File: config.mk
export PLATFORM = sky130hd
export DESIGN_NAME = urv_timer_ctrl
export DESIGN_NICKNAME = d
export VERILOG_FILES = /design/src/rtl/urv_timer_ctrl.sv
export SDC_FILE = /design/constraint.sdc
export NUM_CORES = 1
export LEC_CHECK = 0
export BUFFER_PORTS_ARGS = -buffer_cell sky130_fd_sc_hd__buf_2
export CELL_PAD_IN_SITES_DETAIL_PLACEMENT = 1
export CELL_PAD_IN_SITES_GLOBAL_PLACEMENT = 2
export CORE_MARGIN = 8
export CORE_UTILIZATION = 33
export CTS_BUF_LIST = sky130_fd_sc_hd__clkbuf_8
export CTS_CLUSTER_DIAMETER = 100
export DETAILED_ROUTE_END_ITERATION = 8
export MAX_ROUTING_LAYER = met4
export PLACE_DENSITY = 0.75
export SLEW_MARGIN = 20
export SYNTH_ARGS = -nofsm -noshare
export SYNTH_HDL_FRONTEND = slang
export SYNTH_SLANG_ARGS = --single-unit
File: constraint.sdc
create_clock -name clk_i -period 3.35 [get_ports clk_i]
set_clock_uncertainty 0.2 [all_clocks]
set_input_delay 0.67 -clock clk_i [delete_from_list [all_inputs] [get_ports clk_i]]
set_output_delay 0.67 -clock clk_i [all_outputs]
set_load 0.01 [all_outputs]
File: src/rtl/urv_timer_ctrl.sv
// urv_timer_ctrl: memory-mapped 64-bit compare timer with one-shot and periodic modes.
//
// Ports:
//   clk_i         sole clock, rising edge
//   rst_n_i       synchronous active-low reset
//   time_i[63:0]  free-running tick count from the core timer
//   addr_i[2:0]   register word address
//   wr_i, rd_i    request strobes; a request is taken when either is high and ack_o is low
//   data_i[31:0]  write data
//   data_o[31:0]  read data, non-zero only while ack_o is high
//   ack_o         one-cycle completion strobe, one cycle after a request is taken
//   irq_o         level interrupt, registered PENDING & IRQ_EN
//
// Register map: 0 CTRL {IRQ_EN,PERIODIC,EN}, 1 STATUS {state[1:0],PENDING(W1C)},
// 2 CMP_LO (shadow), 3 CMP_HI (commits 64-bit compare), 4 PERIOD,
// 5 TIME_LO (snapshots upper half), 6 TIME_HI (snapshot), 7 reserved.
module urv_timer_ctrl #(
  parameter logic [31:0] g_period_reset = 32'd1000
) (
  input  logic        clk_i,
  input  logic        rst_n_i,
  input  logic [63:0] time_i,
  input  logic [2:0]  addr_i,
  input  logic        wr_i,
  input  logic        rd_i,
  input  logic [31:0] data_i,
  output logic [31:0] data_o,
  output logic        ack_o,
  output logic        irq_o
);

  typedef enum logic [1:0] {
    ST_IDLE  = 2'd0,
    ST_ARMED = 2'd1,
    ST_FIRED = 2'd2
  } state_t;

  state_t      state_q, state_d;
  logic        en_q, en_d;
  logic        periodic_q, periodic_d;
  logic        irq_en_q, irq_en_d;
  logic        pending_q, pending_d;
  logic [63:0] cmp_q, cmp_d;
  logic [31:0] shadow_q, shadow_d;
  logic [31:0] snap_q, snap_d;
  logic [31:0] period_q, period_d;
  logic        ack_q, ack_d;
  logic [31:0] data_q, data_d;
  logic        irq_q, irq_d;

  logic        acc, wr_acc, rd_acc;
  logic        ctrl_wr, status_wr, cmp_hi_wr;
  logic        hit, hit_eff;
  logic [31:0] rdata;

  // Request decode: a write always wins over a simultaneous read.
  always_comb begin
    acc       = (wr_i | rd_i) & ~ack_q;
    wr_acc    = acc & wr_i;
    rd_acc    = acc & rd_i & ~wr_i;
    ctrl_wr   = wr_acc && (addr_i == 3'd0);
    status_wr = wr_acc && (addr_i == 3'd1);
    cmp_hi_wr = wr_acc && (addr_i == 3'd3);
    hit       = (state_q == ST_ARMED) && (time_i >= cmp_q);
    // A compare update from software overrides a simultaneous hit.
    hit_eff   = hit & ~cmp_hi_wr;
  end

  // FSM next state
  always_comb begin
    state_d = state_q;
    case (state_q)
      ST_IDLE:  if (cmp_hi_wr && en_q) state_d = ST_ARMED;
      ST_ARMED: if (hit_eff && !periodic_q) state_d = ST_FIRED;
      ST_FIRED: if (cmp_hi_wr) state_d = ST_ARMED;
      default:  state_d = ST_IDLE;
    endcase
    if (ctrl_wr) begin
      if (!data_i[0])
        state_d = ST_IDLE;
      else if (!en_q)
        state_d = ST_ARMED;
    end
  end

  always_ff @(posedge clk_i) begin
    if (!rst_n_i) state_q <= ST_IDLE;
    else          state_q <= state_d;
  end

  // Read mux
  always_comb begin
    rdata = 32'd0;
    case (addr_i)
      3'd0: rdata = {29'd0, irq_en_q, periodic_q, en_q};
      3'd1: rdata = {29'd0, state_q, pending_q};
      3'd2: rdata = shadow_q;
      3'd3: rdata = cmp_q[63:32];
      3'd4: rdata = period_q;
      3'd5: rdata = time_i[31:0];
      3'd6: rdata = snap_q;
      default: rdata = 32'd0;
    endcase
  end

  // Register next state
  always_comb begin
    en_d       = en_q;
    periodic_d = periodic_q;
    irq_en_d   = irq_en_q;
    pending_d  = pending_q;
    cmp_d      = cmp_q;
    shadow_d   = shadow_q;
    snap_d     = snap_q;
    period_d   = period_q;
    ack_d      = acc;
    data_d     = rd_acc ? rdata : 32'd0;
    irq_d      = pending_q & irq_en_q;

    if (ctrl_wr) begin
      en_d       = data_i[0];
      periodic_d = data_i[1];
      irq_en_d   = data_i[2];
    end
    if (wr_acc && addr_i == 3'd2) shadow_d = data_i;
    if (wr_acc && addr_i == 3'd4) period_d = data_i;
    if (rd_acc && addr_i == 3'd5) snap_d   = time_i[63:32];

    // Hit sets after the clear so a coincident W1C cannot lose an event.
    if (status_wr && data_i[0]) pending_d = 1'b0;
    if (hit_eff)                pending_d = 1'b1;

    if (cmp_hi_wr)
      cmp_d = {data_i, shadow_q};
    else if (hit_eff && periodic_q)
      cmp_d = cmp_q + {32'd0, period_q};
  end

  always_ff @(posedge clk_i) begin
    if (!rst_n_i) begin
      en_q       <= 1'b0;
      periodic_q <= 1'b0;
      irq_en_q   <= 1'b0;
      pending_q  <= 1'b0;
      cmp_q      <= '1;
      shadow_q   <= 32'd0;
      snap_q     <= 32'd0;
      period_q   <= g_period_reset;
      ack_q      <= 1'b0;
      data_q     <= 32'd0;
      irq_q      <= 1'b0;
    end else begin
      en_q       <= en_d;
      periodic_q <= periodic_d;
      irq_en_q   <= irq_en_d;
      pending_q  <= pending_d;
      cmp_q      <= cmp_d;
      shadow_q   <= shadow_d;
      snap_q     <= snap_d;
      period_q   <= period_d;
      ack_q      <= ack_d;
      data_q     <= data_d;
      irq_q      <= irq_d;
    end
  end

  assign data_o = data_q;
  assign ack_o  = ack_q;
  assign irq_o  = irq_q;

endmodule
Word level (Yosys, flattened, before mapping)
Cells that the tools add are included.

word-level totals
  input port bits = 103
  output and inout bits = 34
  flip-flop bits (word level) = 200
  word-level logic and storage cells = 61

cells by class
  reductions and logical operators = 17
  $lt $le $gt $ge = 1
  multiplexer cells = 12
  bitwise logic cells = 10
  equal/unequal tests = 8
  add/sub/neg operators = 1

operator list
  kind                number
  $pmux 32 s7         1
  $mux 64             2
  $add 64x32->64      1
  $ge 64x64->1        1
  $mux 2              6
  $logic_and 1x1->1   11
  $eq 3x3->1 const B  3
  $and 1x1->1         6
  $eq 3x2->1 const B  2
  $pmux 2 s3          1
  $reduce_bool 2->1   2
  $eq 3x1->1 const B  1
  $logic_not 3->1     1
  $not 1->1           3
  $eq 2x1->1 const B  1
  $eq 2x2->1 const B  1
  $logic_not 2->1     1
  $mux 1              2
  $reduce_and 2->1    1
  $logic_not 1->1     1
  $or 1x1->1          1

Longest topological paths before layout
  depth after elaboration = 12
  mapped depth = 14
  depth with buffers taken out = 12

Worst setup path after synthesis
OpenSTA, ideal clock, no wires.

  path kind = in2reg
  from = input port time_i[61]
  to = register cmp_q[48]
  data required time = 3.013 ns
  library setup time = 0.137 ns
  cell stages on the path = 11
  data arrival time = 3.323 ns
  setup slack = -0.310 ns
  path buffers = 2
  cell sequence = ha_1 -> and4_1 -> nand3_2 -> or4_4 -> or3_1 -> and3b_1 -> buf_6 -> or4_4 -> buf_6 -> mux2i_1 -> a22oi_1

between the ends
  longest elaborated chain between the ends = 5

RTL lines
  what                         line  RTL
  start, declared              22    input logic [63:0] time_i,
  $ge 64x64->1                 64    hit = (state_q == ST_ARMED) && (time_i >= cmp_q);
  $logic_and 1x1->1            64
  $and 1x1->1                  66    hit_eff = hit & ~cmp_hi_wr;
  $logic_and 1x1->1            135   else if (hit_eff && periodic_q)
  $reduce_bool 2->1 (no line)  --
  end signal, assigned         157   cmp_q <= cmp_d;
  end, declared                43    logic [63:0] cmp_q, cmp_d;

No other way between the ends.
A chain may end at the register's enable or synchronous reset.

Worst setup path in the final report
  from = register cmp_q[45]
  to = register cmp_q[60]

between the ends
  longest elaborated chain between the ends = 5
  elaborated cells between the ends (all ways) = 8
  those cells by class = add/sub: 1; order compare: 1; mux: 2; bitwise: 1; reduce/logical: 3

RTL lines
  what                         line
  $ge 64x64->1                 64
  $logic_and 1x1->1            64
  $and 1x1->1                  66
  $logic_and 1x1->1            135
  $reduce_bool 2->1 (no line)  --

Parallel ways exist; a longest one is shown, timed or not. The select of a mux whose other input is x is not followed.

==> out/results.ini <==
[outcome]
status = finished with violations
failed_checks = setup timing

[logic_synthesis]
avgSynthCellArea_um2 = 8.055
syn_inst = 1558
ys_types = 72
yosys-top-cells-count = nand2_1 (270), dfxtp_1 (200), ha_1 (96), a21boi_0 (93), clkbuf_1 (90)
netlist_area_um2 = 12550
synth-main-ff-cell = dfxtp_1
synth_nets = 1758
synth_edf_count = 0
synth_area_leaders = dfxtp_1 (32%), ha_1 (9.6%), nand2_1 (8.1%)
synth_top_area_share_pct = 31.90
yosys.area.top_type = dfxtp_1
yosysMostFrequentCell = nand2_1
synthArstFlopShare_pct = 0
yosysWarnings = 0
yosysSeqAreaShare_pct = 31.90
synth-seq-cells = 200

[worst_setup_path]
r2r-start = cmp_q[45]
start_kind = flop
worstPathRequired_ns = 3.54
worstSetupStartpoint = cmp_q[45]
path_class = reg -> reg
crit_arrival_ns = 3.63
r2r_setup_slack_ns = -0.1
end_kind = flop
cp_max_fo = 7

[clocking]
cts_tree = yes
clk_path_buf_depth = 2
clk_pin_slew_ns = 0.11
cts_sinks = 200
clk_latency_ns = 0.53
ctsHtreeMaxLevel = 4
root_buffer = clkbuf_8
holdBufCountCts = 0
cts_buffers = 17

[floorplan]
pin_count = 137
initial_utilization_pct = 33.40
die_x_um = 211.0
die_area_um2 = 44530
fp.dieH_um = 211.0
fp-row-count = 71
core-area_um2 = 37580

[grt]
grt_pass1_vias = 13780
grt_pass1_wl_um = 81620
grt.overflow.total = 0
grt_max_degree = 76
antenna_found_initial = 0
globalRouteTotalUtil_pct = 24.29

[placement]
port_buffers = 136
place_congestion = 0.8881
post-place-ws_ns = -0.6692
dp_hpwl_um = 40920

[pwr]
power_frac_comb_pct = 25.1
power.internal_uw = 3676
clkPwrFrac_pct = 30.0
powerDensity_nw_per_um2 = 333.5
p_total_uw = 5476
irDropWorstVdd_v = 0.0002667
pwr-share-seq_pct = 44.9
leakage_uw = 0.007377
switching_share_pct = 32.87
switching_power_uw = 1800

[routing]
ant_nets = 0
avgRoutedWirePerCell_um = 22.77
first_pass_iters = 5
drt-initial-drc-count = 720
vias_per_cell = 5.561
drc_errors = 0
wl_um = 54000
routed-via-count = 13190

[sta]
finalCriticalPeriod_ns = 3.445
period_share_pct = 102.8
setup_ws_ns = -0.09506
fmax_mhz = 290.3
finalMaxSlewViolations = 0
rsz0062_at_grt = yes
setup_viol = 10
worst_pin_slew_ns = 0.7986
relSlewSlack_pct = 46.61
hold_viol = 0

[final_layout]
nets = 2048
layout-area-overhead-vs-synth_pct = 30.84
drive_gt1_share_pct = 29.93
n_antenna_cell = 0

[job]
maxCapViolations = 0

[min_path]
hp-class = in -> reg
holdCritStartpoint = time_i[60]

## metrics by stage
step / instance area [µm²] / std cells / utilization (%) / hold slack (ns) / TNS [ns]
finish: 16420 / 2372 / 43.70 / 0.1947 / -0.4699
global route: 16420 / 2372 / 43.70 / 0.1861 / -2.059
CTS: 15970 / 2359 / 42.49 / 0.1631 / -0.1764
detailed placement: 15320 / 2316 / 40.76 / 0.2621 / -28.11
global placement: 15320 / 2316 / 40.76 / 0.2508 / -22.48
floorplan: 12710 / 1558 / - / 0.2400 / -0.2628
## timing repair
action | CTS | global route
setup endpoints to repair | 50 | 55
resized for setup | 42 | 87
setup buffers | 12 | 14
hold endpoints to repair | 0 | 0
gates cloned | 0 | 2
pin swaps | 17 | 26
## logic make-up after synthesis
family	synth area share [%]
XOR/XNOR	2.233
multiplexers	4.855
buffers and inverters	5.743
AO/OA/AOI/OAI	25.30
adder cells (fa/ha/maj)	9.731
AND/OR/NAND/NOR	20.23
flip-flops	31.90
## power groups by stage
stage	Sequential, µW	Clock (µW)	Combinational, µW
final	2460	1640	1370
after global routing	2470	1770	1470
after CTS	2460	1700	1310
after detailed placement	2510	0	1260
after global placement	2510	0	1240
after floorplan	2510	0	648
## worst paths after layout
kind              cells after the start         end
setup reg to reg                     12   cmp_q[60]
setup / recovery                     12   cmp_q[60]
hold / removal                        3  snap_q[28]
hold reg to reg                       2   snap_q[3]
## critical path, cell delays in order, from the launching register on
cell,delay (ns)
dfxtp_2,0.37
inv_4,0.05
ha_4,0.26
nand4_1,0.12
or2_4,0.31
or4_4,0.59
or3_4,0.35
and3b_2,0.28
buf_12,0.16
nor4_4,0.15
buf_6,0.17
mux2i_1,0.20
a22oi_1,0.09
## area by class of cell
type                            count  area, µm²
Clock inverter                     12      115.1
Timing Repair Buffer              376       2609
Multi-Input combinational cell   1172       8442
Tap cell                          511      639.4
Inverter                           81      306.5
Sequential cell                   200       4033
Clock buffer                       20      275.3
Fill cell                        4546      21160
## registers in the layout (all words and copies together), names as in the netlist
register	cells
en_q	1
cmp_q	64
shadow_q	32
state_q	2
periodic_q	1
ack_o	1
data_o	32
pending_q	1
irq_o	1
snap_q	32
irq_en_q	1
period_q	32
## layout by cell type (no fill, tap or decap), types with 30 or more instances in the layout
cell	count
nand3_1	38
dfxtp_1	179
a21boi_0	93
o21ai_0	45
a221oi_1	30
a22oi_1	35
nor2_1	68
a21oi_1	66
inv_1	75
nand2_1	268
ha_1	79
buf_2	136
buf_4	225
a211oi_1	39
## per-layer routing
metal  part of all wire, %  up-vias  wire length (µm)  track usage, %
li1                      -     6220                 -               -
met5                     0        -                 0               -
met3                   4.8       45              2614           3.249
met4                   1.8        0               979           6.564
met2                    47      356             25220           38.73
met1                    47     6570             25190           32.00
Power figures use the tool's default switching activity.
